`src/rtl/knn_topk_sorter_if.sv`:
```
// knn_topk_sorter_if: candidate/result handshake bundle for the top-K sorter.
//   Candidate side : in_valid, in_ready, in_dist, in_carry, in_label, in_last
//   Result side    : out_valid, out_ready, out_dist, out_label, out_count
//   master modport : the producer/consumer around the sorter (e.g. testbench)
//   slave modport  : the sorter itself
interface knn_topk_sorter_if #(
    parameter int DATA_WIDTH  = 8,
    parameter int LABEL_WIDTH = 4,
    parameter int K           = 4
);
    localparam int CW = $clog2(K + 1);

    logic                     in_valid;
    logic                     in_ready;
    logic [DATA_WIDTH-1:0]    in_dist;
    logic                     in_carry;
    logic [LABEL_WIDTH-1:0]   in_label;
    logic                     in_last;
    logic                     out_valid;
    logic                     out_ready;
    logic [K*DATA_WIDTH-1:0]  out_dist;
    logic [K*LABEL_WIDTH-1:0] out_label;
    logic [CW-1:0]            out_count;

    modport master (
        output in_valid, in_dist, in_carry, in_label, in_last, out_ready,
        input  in_ready, out_valid, out_dist, out_label, out_count
    );

    modport slave (
        input  in_valid, in_dist, in_carry, in_label, in_last, out_ready,
        output in_ready, out_valid, out_dist, out_label, out_count
    );
endinterface

```
`src/rtl/knn_topk_sorter.sv`:
```
// knn_topk_sorter: streaming top-K selector. Accepts one distance/label per
// cycle while collecting, keeps the K smallest in ascending order (ties in
// arrival order), and after the last candidate of a query holds the sorted
// list on the result handshake until it is taken.
//   clk   : rising-edge clock
//   rst_n : synchronous active-low reset
//   bus   : knn_topk_sorter_if.slave (candidate in, sorted result out)
module knn_topk_sorter #(
    parameter int DATA_WIDTH  = 8,
    parameter int LABEL_WIDTH = 4,
    parameter int K           = 4
) (
    input  logic                 clk,
    input  logic                 rst_n,
    knn_topk_sorter_if.slave     bus
);
    localparam int CW = $clog2(K + 1);

    typedef enum logic {COLLECT = 1'b0, HOLD = 1'b1} state_e;

    state_e                             state_q, state_d;
    logic [K-1:0][DATA_WIDTH-1:0]       dist_q, dist_d;
    logic [K-1:0][LABEL_WIDTH-1:0]      lbl_q, lbl_d;
    logic [CW-1:0]                      cnt_q, cnt_d;

    logic [DATA_WIDTH-1:0]              eff_dist;
    logic [K-1:0]                       le;
    logic                               prev_le;
    logic [DATA_WIDTH-1:0]              prev_dist;
    logic [LABEL_WIDTH-1:0]             prev_lbl;

    // Overflowed accumulations compare as the largest possible distance.
    assign eff_dist = bus.in_carry ? {DATA_WIDTH{1'b1}} : bus.in_dist;

    always_comb begin
        state_d   = state_q;
        dist_d    = dist_q;
        lbl_d     = lbl_q;
        cnt_d     = cnt_q;
        le        = '0;
        prev_le   = 1'b1;
        prev_dist = '1;
        prev_lbl  = '0;

        // le[i]: slot i is filled and stays below the new entry. Because the
        // list is sorted and filled slots form a prefix, le is a prefix mask;
        // the first clear bit is the insertion point, later slots shift up.
        for (int i = 0; i < K; i++) begin
            le[i] = (CW'(i) < cnt_q) && (dist_q[i] <= eff_dist);
        end

        case (state_q)
            COLLECT: begin
                if (bus.in_valid) begin
                    for (int i = 0; i < K; i++) begin
                        if (!le[i]) begin
                            if (prev_le) begin
                                dist_d[i] = eff_dist;
                                lbl_d[i]  = bus.in_label;
                            end else begin
                                dist_d[i] = prev_dist;
                                lbl_d[i]  = prev_lbl;
                            end
                        end
                        prev_le   = le[i];
                        prev_dist = dist_q[i];
                        prev_lbl  = lbl_q[i];
                    end
                    if (cnt_q != CW'(K)) cnt_d = cnt_q + CW'(1);
                    if (bus.in_last) state_d = HOLD;
                end
            end
            HOLD: begin
                if (bus.out_ready) begin
                    dist_d  = '1;
                    lbl_d   = '0;
                    cnt_d   = '0;
                    state_d = COLLECT;
                end
            end
            default: state_d = COLLECT;
        endcase
    end

    always_ff @(posedge clk) begin
        if (!rst_n) begin
            state_q <= COLLECT;
            dist_q  <= '1;
            lbl_q   <= '0;
            cnt_q   <= '0;
        end else begin
            state_q <= state_d;
            dist_q  <= dist_d;
            lbl_q   <= lbl_d;
            cnt_q   <= cnt_d;
        end
    end

    // Handshake flags decode from state only.
    assign bus.in_ready  = (state_q == COLLECT);
    assign bus.out_valid = (state_q == HOLD);
    assign bus.out_dist  = dist_q;
    assign bus.out_label = lbl_q;
    assign bus.out_count = cnt_q;
endmodule

```
`src/flat_wrapper.sv`:
```
// flat-port wrapper written by rule: the top's interface ports become plain ports
module knn_topk_sorter_flat 
#(
    parameter int DATA_WIDTH  = 8,
    parameter int LABEL_WIDTH = 4,
    parameter int K           = 4
)
  (clk, rst_n, bus_in_valid, bus_in_dist, bus_in_carry, bus_in_label, bus_in_last, bus_out_ready, bus_in_ready, bus_out_valid, bus_out_dist, bus_out_label, bus_out_count);
  knn_topk_sorter_if #(.DATA_WIDTH(DATA_WIDTH), .LABEL_WIDTH(LABEL_WIDTH), .K(K)) bus_i ();
  input  logic clk;
  input  logic rst_n;
  input wire logic [$bits(bus_i.in_valid)-1:0] bus_in_valid;
  input wire logic [$bits(bus_i.in_dist)-1:0] bus_in_dist;
  input wire logic [$bits(bus_i.in_carry)-1:0] bus_in_carry;
  input wire logic [$bits(bus_i.in_label)-1:0] bus_in_label;
  input wire logic [$bits(bus_i.in_last)-1:0] bus_in_last;
  input wire logic [$bits(bus_i.out_ready)-1:0] bus_out_ready;
  output wire logic [$bits(bus_i.in_ready)-1:0] bus_in_ready;
  output wire logic [$bits(bus_i.out_valid)-1:0] bus_out_valid;
  output wire logic [$bits(bus_i.out_dist)-1:0] bus_out_dist;
  output wire logic [$bits(bus_i.out_label)-1:0] bus_out_label;
  output wire logic [$bits(bus_i.out_count)-1:0] bus_out_count;
  assign bus_i.in_valid = bus_in_valid;
  assign bus_i.in_dist = bus_in_dist;
  assign bus_i.in_carry = bus_in_carry;
  assign bus_i.in_label = bus_in_label;
  assign bus_i.in_last = bus_in_last;
  assign bus_i.out_ready = bus_out_ready;
  assign bus_in_ready = bus_i.in_ready;
  assign bus_out_valid = bus_i.out_valid;
  assign bus_out_dist = bus_i.out_dist;
  assign bus_out_label = bus_i.out_label;
  assign bus_out_count = bus_i.out_count;
  knn_topk_sorter #(.DATA_WIDTH(DATA_WIDTH), .LABEL_WIDTH(LABEL_WIDTH), .K(K)) u_core (.clk(clk), .rst_n(rst_n), .bus(bus_i));
endmodule
```
`config.mk`:
```
export PLATFORM = sky130hd
export DESIGN_NAME = knn_topk_sorter_flat
export DESIGN_NICKNAME = d
export VERILOG_FILES = /design/src/rtl/knn_topk_sorter_if.sv /design/src/rtl/knn_topk_sorter.sv /design/src/flat_wrapper.sv
export SDC_FILE = /design/constraint.sdc
export NUM_CORES = 1
export LEC_CHECK = 0
export ABC_AREA = 0
export ABC_CLOCK_PERIOD_IN_PS = 3500
export CAP_MARGIN = 20
export CORE_ASPECT_RATIO = 0.7
export CORE_UTILIZATION = 50
export DETAILED_ROUTE_END_ITERATION = 6
export HOLD_SLACK_MARGIN = 0.15
export PLACE_DENSITY = 0.81
export SLEW_MARGIN = 30
export SYNTH_ARGS = -nofsm -noshare
export SYNTH_HDL_FRONTEND = slang
export SYNTH_SLANG_ARGS = --single-unit
export TNS_END_PERCENT = 30
```
`constraint.sdc`:
```
create_clock -name clk -period 3.5 [get_ports clk]
set_input_delay 0.875 -clock clk [delete_from_list [all_inputs] [get_ports clk]]
set_output_delay 0.875 -clock clk [all_outputs]
set_load 0.02 [all_outputs]
```
After elaboration in Yosys (flattened, before gate mapping)
Index checks and enable logic that the tools add are counted.
{ "classes": {"order_cmp": 8, "n_addsub": 1, "n_eq_ne": 8, "n_bitwise": 1, "muxes": 29, "reduce_logical": 9} }
{ "ops": {"columns": ["cell", "count"], "rows": [
  ["32-bit 2-to-1 mux", 2],
  ["8-bit 2-to-1 mux", 8],
  ["32-bit one-hot mux with 2 select lines", 1],
  ["8-bit less-or-equal comparator", 4],
  ["16-bit 2-to-1 mux", 2],
  ["16-bit one-hot mux with 2 select lines", 1],
  ["4-bit 2-to-1 mux", 7],
  ["3-bit AND reduction", 5],
  ["2-bit != test, second input constant", 6],
  ["3-bit 2-to-1 mux", 3],
  ["1-bit by 3-bit < comparator with 1-bit output, first input constant", 2],
  ["2-bit by 3-bit < comparator with 1-bit output, first input constant", 2],
  ["3-bit one-hot mux with 2 select lines", 1],
  ["1-bit logical AND", 4],
  ["3-bit by 1-bit adder with 3-bit output, second input constant", 1],
  ["1-bit 2-to-1 mux", 3],
  ["3-bit != test, second input constant", 1],
  ["2-bit by 1-bit != test with 1-bit output, second input constant", 1],
  ["1-bit one-hot mux with 2 select lines", 1],
  ["1-bit NOT", 1]
]} }
{ "word_totals": {"wordCells": 66, "output_inout_bits": 53, "reg_bits": 52, "in_bits": 18} }

Depth between registers and ports, before layout
Gate-level depths: netlist of run 1.
{ "depth": {"word_depth": 7, "ltp_mapped": 12} }

Worst setup path before layout of run 1
OpenSTA, ideal clock, no wires.
{ "synth_path": {"kind": "input -> register", "from": "input port bus_in_carry", "to": "register u_core.dist_q (netlist bit u_core.bus.out_dist[16])", "stages": 10, "t_arrival_ns": 2.926, "path_slack_ns": 0.437, "required_time_ns": 3.363, "setup_ns": 0.137, "path_cell_list": "buf_6 or2_2 inv_1 ha_1 a21oi_1 nor2_1 a2111oi_0 a21oi_2 a21oi_1 a22oi_1"} }
{ "synth_between": {"elab_chain_cells": 7} }
{ "synth_lines": {"columns": ["item", "line_no", "rtl"], "rows": [
  ["from (decl)", "flat_wrapper.sv:14", "input wire logic [$bits(bus_i.in_carry)-1:0] bus_in_carry;"],
  ["8-bit 2-to-1 mux (*)", "knn_topk_sorter.sv:33", "assign eff_dist = bus.in_carry ? {DATA_WIDTH{1'b1}} : bus.in_dist;"],
  ["8-bit less-or-equal comparator", "knn_topk_sorter.sv:49", "le[i] = (CW'(i) < cnt_q) && (dist_q[i] <= eff_dist);"],
  ["1-bit logical AND", "knn_topk_sorter.sv:49", null],
  ["8-bit 2-to-1 mux", "knn_topk_sorter.sv:57", "if (prev_le) begin"],
  ["8-bit 2-to-1 mux", "knn_topk_sorter.sv:56", "if (!le[i]) begin"],
  ["32-bit 2-to-1 mux", "knn_topk_sorter.sv:54", "if (bus.in_valid) begin"],
  ["32-bit one-hot mux with 2 select lines", "knn_topk_sorter.sv:52", "case (state_q)"],
  ["to (signal assigned)", "knn_topk_sorter.sv:93", "dist_q <= dist_d;"],
  ["to (decl)", "knn_topk_sorter.sv:22", "logic [K-1:0][DATA_WIDTH-1:0] dist_q, dist_d;"]
]} }
Mark *: on every way between the ends. The rest lies on a longest branch, timed or not. The select of a mux whose other input is x is not followed.
A chain may end at the register's enable or synchronous reset.

Worst setup path in the final report of run 1
{ "layout_path": {"from": "input port bus_in_carry", "to": "register u_core.dist_q (netlist bit u_core.bus.out_dist[28])"} }
Same word-level chain as after synthesis.

==> results of run 1 <==
==> routing by layer <==
metal	routed length, um	track usage (%)	part of all wire (%)	vias to the layer above
li1	-	-	-	1424
met1	4050	39.5	47	1385
met2	3830	45.3	44	128
met3	709	5.25	8.2	16
met4	99	7.77	1.1	0
met5	0	0	0	-
==> per-stage QoR <==
| stage | hold slack (ns) | cell area, sq um | TNS (ns) | instances |
|---|---|---|---|---|
| after global routing | 0.511 | 4150 | 0 | 512 |
| after CTS | 0.482 | 4140 | 0 | 512 |
| after floorplan | 0.538 | 3020 | 0 | 331 |
| after global placement | 0.461 | 4050 | -1.62 | 504 |
| final | 0.481 | 4150 | 0 | 512 |
| after detailed placement | 0.468 | 4050 | -4.95 | 504 |
==> flip-flops by register name, summed over array words and instances, names as in the netlist <==
| name | flops |
|---|---|
| u_core.bus.out_label | 16 |
| u_core.bus.out_valid | 1 |
| u_core.bus.out_dist | 32 |
| u_core.bus.out_count | 3 |
==> where the power goes <==
group          internal [mW]  switching (mW)
combinational          0.201           0.209
sequential             0.617          0.0307
clock                  0.142           0.214
total                  0.959           0.454
==> worst min-delay path, cell delays in order (launching register included) <==
cell and delay [ns]:
sky130_fd_sc_hd__dfxtp_1 0.33, sky130_fd_sc_hd__inv_1 0.05, sky130_fd_sc_hd__o22ai_1 0.07
==> final timing paths <==
check,from,to,slack (ns),cells past startpoint
worst max-delay path,bus_in_carry,u_core.bus.out_dist[28]$_SDFFE_PN1P_,0.11,13
worst min-delay path,u_core.bus.out_label[13]$_SDFFE_PN0P_,u_core.bus.out_label[13]$_SDFFE_PN0P_,0.48,2
worst max register to register,u_core.bus.out_dist[23]$_SDFFE_PN1P_,u_core.bus.out_dist[28]$_SDFFE_PN1P_,1.23,9
worst min register to register,u_core.bus.out_label[13]$_SDFFE_PN0P_,u_core.bus.out_label[13]$_SDFFE_PN0P_,0.48,2
==> cell families (layout without fill, tap and decap cells) <==
family | count (synthesis) | after routing | synth area share (%)
buf+inv | 35 | 141 | 5.55
simple gates | 79 | 79 | 13.1
compound gates | 99 | 99 | 22.8
flops | 52 | 52 | 34.5
fa+ha+maj | 29 | 29 | 12.0
xor+xnor | 3 | 3 | 0.870
mux | 34 | 34 | 11.3
==> timing repair <==
item	4_1_cts	5_1_grt
gates resized for setup	0	6
hold buffers	0	0
setup endpoints to repair	0	30
==> area by class of cell <==
type,instances,area share [%]
Clock buffer,5,1.66
Clock inverter,3,0.573
Inverter,23,2.08
Multi-Input combinational cell,244,43.9
Sequential cell,52,25.1
Tap cell,75,2.26
Timing Repair Buffer,110,24.4
==> cells in the final DEF (no fill, tap or decap), types with 9 or more instances in the layout <==
cell type	count
sky130_fd_sc_hd__buf_4	39
sky130_fd_sc_hd__mux2i_1	34
sky130_fd_sc_hd__a2bb2oi_1	12
sky130_fd_sc_hd__clkdlybuf4s50_1	70
sky130_fd_sc_hd__ha_1	29
sky130_fd_sc_hd__a21oi_1	29
sky130_fd_sc_hd__inv_1	22
sky130_fd_sc_hd__dfxtp_1	52
sky130_fd_sc_hd__nand3_1	9
sky130_fd_sc_hd__nand2_1	16
sky130_fd_sc_hd__o21ai_0	13
sky130_fd_sc_hd__nor2_1	26
==> qor_table.md, run 1 <==
| Quantity | Reported | Unit |
|:---|:---|:---|
| Total chip power | 1.41 | mW |
| Ranking of synthesized cells by instance count | sky130_fd_sc_hd__dfxtp_1, sky130_fd_sc_hd__mux2i_1, sky130_fd_sc_hd__a21oi_1, sky130_fd_sc_hd__ha_1, sky130_fd_sc_hd__nor2_1 | - |
| Result of the run | finished clean | - |
| Worst skew pair latency | 0.32 | ns |
| Vert. Die Dim | 67.0 | um |
| Data arrival time of the critical path | 3.59 | ns |
| Number of antenna violations at the first check in global routing | 0 | - |
| Cell types occupying the most area after synthesis | sky130_fd_sc_hd__dfxtp_1, sky130_fd_sc_hd__ha_1, sky130_fd_sc_hd__mux2i_1 | - |
| Critical Path, Cell by Cell | clkdlybuf4s50_1 > or2_2 > inv_1 > buf_4 > ha_1 > nand2_1 > buf_4 > nor2_1 > nor4b_1 > a21oi_2 > buf_4 > mux2i_1 > a21oi_1 | - |
| Data required time at the worst endpoint | 3.70 | ns |
| Number of CTS-inserted buffers | 5 | - |
| Post-route clock period utilization | 96.9 | % |
| Total power density per cell area | 341 | nW/um^2 |
| Starting Density | 52.2 | % |
| Number of enable flip-flop cells after synthesis | 0 | - |
| Via count of the first global-routing pass | 2,740 | - |
| Area share of the largest cell type after synthesis | 34.5 | % |
| Cell at the root of the clock tree | sky130_fd_sc_hd__clkbuf_8 | - |
| TritonCTS clock tree | done | - |
| Filler Cells Inserted | 431 | - |
| Worst path top cell family by delay | buffers and inverters | - |
| Syn Nets | 378 | - |
| Type of origin of the critical path | input pin | - |
| Classification of the worst setup path | in2reg | - |
| Post-CTS Setup Repair Bufs | 0 | - |
| Max Cap Viol | 0 | - |
| Distinct cell type count of the synthesized netlist | 49 | - |
| Violation count after the first detailed-route iteration | 275 | - |
| Number of ports placed on the die boundary | 71 | - |
| Via count | 2,953 | - |
| Number of diodes added for antenna fixing | 0 | - |
| Total half-perimeter wirelength after legalization and detailed placement | 6830 | um |
| Wire length of the first global-routing pass | 13,700 | um |
| Yosys warns | 0 | - |
| Total Die Area | 6360 | sq um |
| Overall routing resource usage | 28.6 | % |
| Pins over their slew limit | 0 | - |
| Total overflow reported by the global router | 0 | - |
| Area of the mapped netlist | 3020 | sq um |
| Routed wire length per instance | 17.0 | um |
| Standard cell with the maximum stage delay on the critical path | sky130_fd_sc_hd__clkdlybuf4s50_1 | - |
| Average via count per standard cell | 5.77 | - |
| Largest net degree at the start of global routing | 18 | - |
| Actual slew at the worst max-slew pin | 0.471 | ns |
| Area occupied by registers | 1040 | sq um |
| Number of optimization iterations in the first detailed-route pass | 5 | - |
| Async set-reset flop share out of synthesis | 0 | % |
| Total buffers and inverters traversed by the critical path | 5 | - |
| Largest stage delay, worst path | 0.46 | ns |
| Number of levels the H-tree was split into | 2 | - |
| Max transition margin | 68.1 | % |
| Placer congestion estimate | 0.932 | - |
| Placement-stage worst setup slack | -0.276 | ns |
| Primary FF master, synth | sky130_fd_sc_hd__dfxtp_1 | - |
| Standby leakage power | 1.91 | nW |
| Worst Hold Class | reg2reg | - |
| Multi-input combinational cell area | 1820 | sq um |
| Most common cell in the synthesized netlist | sky130_fd_sc_hd__dfxtp_1 | - |
| Total setup violations reported at the end of the flow | 0 | - |
| Clock-pin slew on the worst setup and hold paths | 0.10 | ns |
| Fraction of layout instances using a drive strength above 1 | 15.3 | % |
| Min cycle time layout | 3.39 | ns |
| Kind of capture point of the worst setup path | register | - |
| Synthesized area divided by synthesized cell count | 9.12 | sq um |
| Minimum setup slack in the final design | 0.110 | ns |
| Cell repeated most along the worst path | sky130_fd_sc_hd__buf_4 | - |
| Share of synthesized area occupied by flip-flops and latches | 34.5 | % |
| Total number of clock tree sinks | 52 | - |
| Number of cells produced by synthesis | 331 | - |
| Fin nets | 483 | - |
| Worst IR drop on VDD | 0.176 | mV |
| Final core area utilization | 71.7 | % |
| Width of the die | 94.9 | um |
| Number of rows created at floorplan | 23 | - |
| Cell accounting for the most synthesized area | sky130_fd_sc_hd__dfxtp_1 | - |
| Remaining number of nets flagged by the antenna check after routing | 0 | - |
| CTS max path bufs | 2 | - |
| Setup repair after global routing missed its margin | no | - |
| Growth of design area from synthesis to finish | 37.5 | % |
| #FFs+latches synth | 52 | - |
| Final wirelength | 8680 | um |
| Port bufs | 70 | - |
| Final worst clock skew | 0.00631 | ns |
| Worst Path Max Fanout | 6 | - |
| Remaining routing DRC violations | 0 | - |
| Total count of hold-check failures in the final report | 0 | - |
| Area of the core | 5780 | sq um |
| Maximum clock rate | 295 | MHz |
(Power assumes the default switching activity.)
==> inputs of run 2 (changes only) <==
--- a/config.mk
+++ b/config.mk
@@ -9,10 +9,12 @@
 export ABC_CLOCK_PERIOD_IN_PS = 3500
 export CAP_MARGIN = 20
 export CORE_ASPECT_RATIO = 0.7
+export CORE_MARGIN = 3
 export CORE_UTILIZATION = 50
 export DETAILED_ROUTE_END_ITERATION = 6
 export HOLD_SLACK_MARGIN = 0.15
 export PLACE_DENSITY = 0.81
+export REMOVE_ABC_BUFFERS = 1
 export SLEW_MARGIN = 30
 export SYNTH_ARGS = -nofsm -noshare
 export SYNTH_HDL_FRONTEND = slang
==> qor_table.md, run 2 (synthesized netlist as in run 1, its figures left out) <==
| Quantity | Reported | Unit |
|:---|:---|:---|
| Aggregate negative setup slack | 0 | ns |
| Routed wire length per instance | 16.9 | um |
| Cell repeated most along the worst path | sky130_fd_sc_hd__buf_4 | - |
| Largest register FFs | 32 | - |
| Standard cell with the maximum stage delay on the critical path | sky130_fd_sc_hd__clkdlybuf4s50_1 | - |
| Number of levels the H-tree was split into | 2 | - |
| Maximum clock rate | 300 | MHz |
| Fraction of layout instances using a drive strength above 1 | 14.7 | % |
| Worst hold path endpoint | u_core.bus.out_label[5]$_SDFFE_PN0P_ | - |
| Setup repair after global routing missed its margin | no | - |
| Total Die Area | 7020 | sq um |
| Pins over their slew limit | 0 | - |
| Total buffers and inverters traversed by the critical path | 4 | - |
| Startpoint of the worst-slack reg-to-reg timing path | u_core.bus.out_dist[7]$_SDFFE_PN1P_ | - |
| Reg-to-reg slack, setup | 1.32 | ns |
| Type of origin of the critical path | input pin | - |
| Growth of design area from synthesis to finish | 37.2 | % |
| Total half-perimeter wirelength after legalization and detailed placement | 6840 | um |
| Largest net degree at the start of global routing | 17 | - |
| Hold Crit Start | u_core.bus.out_label[5]$_SDFFE_PN0P_ | - |
| Largest stage delay, worst path | 0.50 | ns |
| Remaining number of nets flagged by the antenna check after routing | 0 | - |
| Width of the die | 98.9 | um |
| Via count | 2,893 | - |
| Worst Path Max Fanout | 6 | - |
| Total power density per cell area | 354 | nW/um^2 |
| Total number of clock tree sinks | 52 | - |
| Placement-stage cell area | 4020 | sq um |
| Number of rows created at floorplan | 23 | - |
| Worst skew pair latency | 0.30 | ns |
| Number of CTS-inserted buffers | 5 | - |
| Via count of the first global-routing pass | 2,765 | - |
| Worst Hold Class | reg2reg | - |
| Vert. Die Dim | 71.0 | um |
| Critical Path, Cell by Cell | clkdlybuf4s50_1 > buf_4 > or2_2 > inv_1 > ha_1 > nand3_1 > a211oi_2 > a32oi_1 > o211ai_2 > o31ai_2 > buf_4 > mux2i_1 > a21oi_1 | - |
| Endpoint of the worst register-to-register path | u_core.bus.out_dist[11]$_SDFFE_PN1P_ | - |
| Classification of the worst setup path | in2reg | - |
| Number of optimization iterations in the first detailed-route pass | 5 | - |
| Port bufs | 70 | - |
| Actual slew at the worst max-slew pin | 0.500 | ns |
| Final wirelength | 8630 | um |
| Final core area utilization | 71.6 | % |
| Starting Density | 52.2 | % |
| Worst IR drop on VDD | 0.208 | mV |
| Final worst clock skew | 0.00535 | ns |
| Min-Delay Path Depth | 2 | - |
| Most common library cell in the layout ignoring fill and taps | sky130_fd_sc_hd__clkdlybuf4s50_1 | - |
| Max Cap Viol | 0 | - |
| Hold-fix buffers at CTS | 0 | - |
| TritonCTS clock tree | done | - |
| Area of the core | 5780 | sq um |
| Number of diodes added for antenna fixing | 0 | - |
| Number of ports placed on the die boundary | 71 | - |
| Kind of capture point of the worst setup path | register | - |
| Remaining routing DRC violations | 0 | - |
| Data arrival time of the critical path | 3.52 | ns |
| Total chip power | 1.47 | mW |
| Clock-pin slew on the worst setup and hold paths | 0.09 | ns |
| Fin nets | 481 | - |
| Max transition margin | 65.8 | % |
| Placer congestion estimate | 0.889 | - |
| Number of antenna violations at the first check in global routing | 0 | - |
| Depth of the most critical reg-to-reg path | 9 | - |
| Total overflow reported by the global router | 0 | - |
| Most used cells in the layout excluding fill and tap cells | sky130_fd_sc_hd__clkdlybuf4s50_1, sky130_fd_sc_hd__dfxtp_1, sky130_fd_sc_hd__buf_4 | - |
| Standby leakage power | 1.90 | nW |
| Result of the run | finished clean | - |
| Final Cell Area | 4140 | sq um |
| Data required time at the worst endpoint | 3.68 | ns |
| Average via count per standard cell | 5.67 | - |
| Filler Cells Inserted | 449 | - |
| Post-CTS Setup Repair Bufs | 0 | - |
| Min cycle time layout | 3.34 | ns |
| Total count of hold-check failures in the final report | 0 | - |
| Post-route clock period utilization | 95.4 | % |
| Total setup violations reported at the end of the flow | 0 | - |
| Cell at the root of the clock tree | sky130_fd_sc_hd__clkbuf_8 | - |
| Worst path top cell family by delay | buffers and inverters | - |
| Violation count after the first detailed-route iteration | 230 | - |
| Wire length of the first global-routing pass | 13,700 | um |
| CTS max path bufs | 2 | - |
| Overall routing resource usage | 24.2 | % |
## run 2: final cells by class
| cell class | count | area (sq um) | share of cell area, % |
|---|---|---|---|
| Clock buffer | 5 | 68.8 | 1.66 |
| Clock inverter | 3 | 42.5 | 1.03 |
| Inverter | 23 | 90.1 | 2.17 |
| Multi-Input combinational cell | 244 | 1820 | 43.9 |
| Sequential cell | 52 | 1040 | 25.1 |
| Tap cell | 75 | 93.8 | 2.27 |
| Timing Repair Buffer | 108 | 990 | 23.9 |
## run 2: where the power goes
group / leakage, nW / internal (mW) / switching [mW]
Combinational: 1.43 / 0.195 / 0.209
Clock: 0.0541 / 0.212 / 0.204
Sequential: 0.423 / 0.617 / 0.0294
## run 2: how the worst max path moves through the flow
stage | start | end | slack [ns] | cells after the start
finish | bus_in_carry | u_core.bus.out_dist[11]$_SDFFE_PN1P_ | 0.16 | 13
global route | bus_in_carry | u_core.bus.out_dist[12]$_SDFFE_PN1P_ | 0.03 | 12
CTS | bus_in_carry | u_core.bus.out_dist[22]$_SDFFE_PN1P_ | 0.14 | 11
detailed placement | bus_in_carry | u_core.bus.out_dist[22]$_SDFFE_PN1P_ | -0.20 | 11
global placement | bus_in_carry | u_core.bus.out_label[15]$_SDFFE_PN0P_ | -0.13 | 11
floorplan | bus_in_carry | u_core.bus.out_dist[8]$_SDFFE_PN1P_ | 0.28 | 8
## run 2: worst min-delay path: stages, from the launching register on
cell	delay, ns
sky130_fd_sc_hd__dfxtp_1	0.33
sky130_fd_sc_hd__nand2_1	0.05
sky130_fd_sc_hd__o21ai_1	0.05
## run 2: per-stage QoR
stage	instances	hold slack (ns)	setup slack, ns
after floorplan	319	0.538	0.278
after global placement	502	0.461	-0.129
after detailed placement	502	0.465	-0.204
after CTS	510	0.480	0.136
after global routing	510	0.509	0.0309
final	510	0.474	0.161
## run 2: repair_timing
item | CTS | global route
endpoints found under the hold margin | 0 | 0
endpoints found under the setup margin | 0 | 31
resized for setup | 0 | 5
## run 2: metal layers
| metal | wire length (um) | GRT usage [%] | vias to the layer above |
|---|---|---|---|
| met2 | 3750 | 37.4 | 115 |
| met5 | 0 | 0 | - |
| met4 | 31 | 4.24 | 0 |
| met3 | 609 | 4.14 | 2 |
| met1 | 4240 | 35.9 | 1364 |
| li1 | - | - | 1412 |
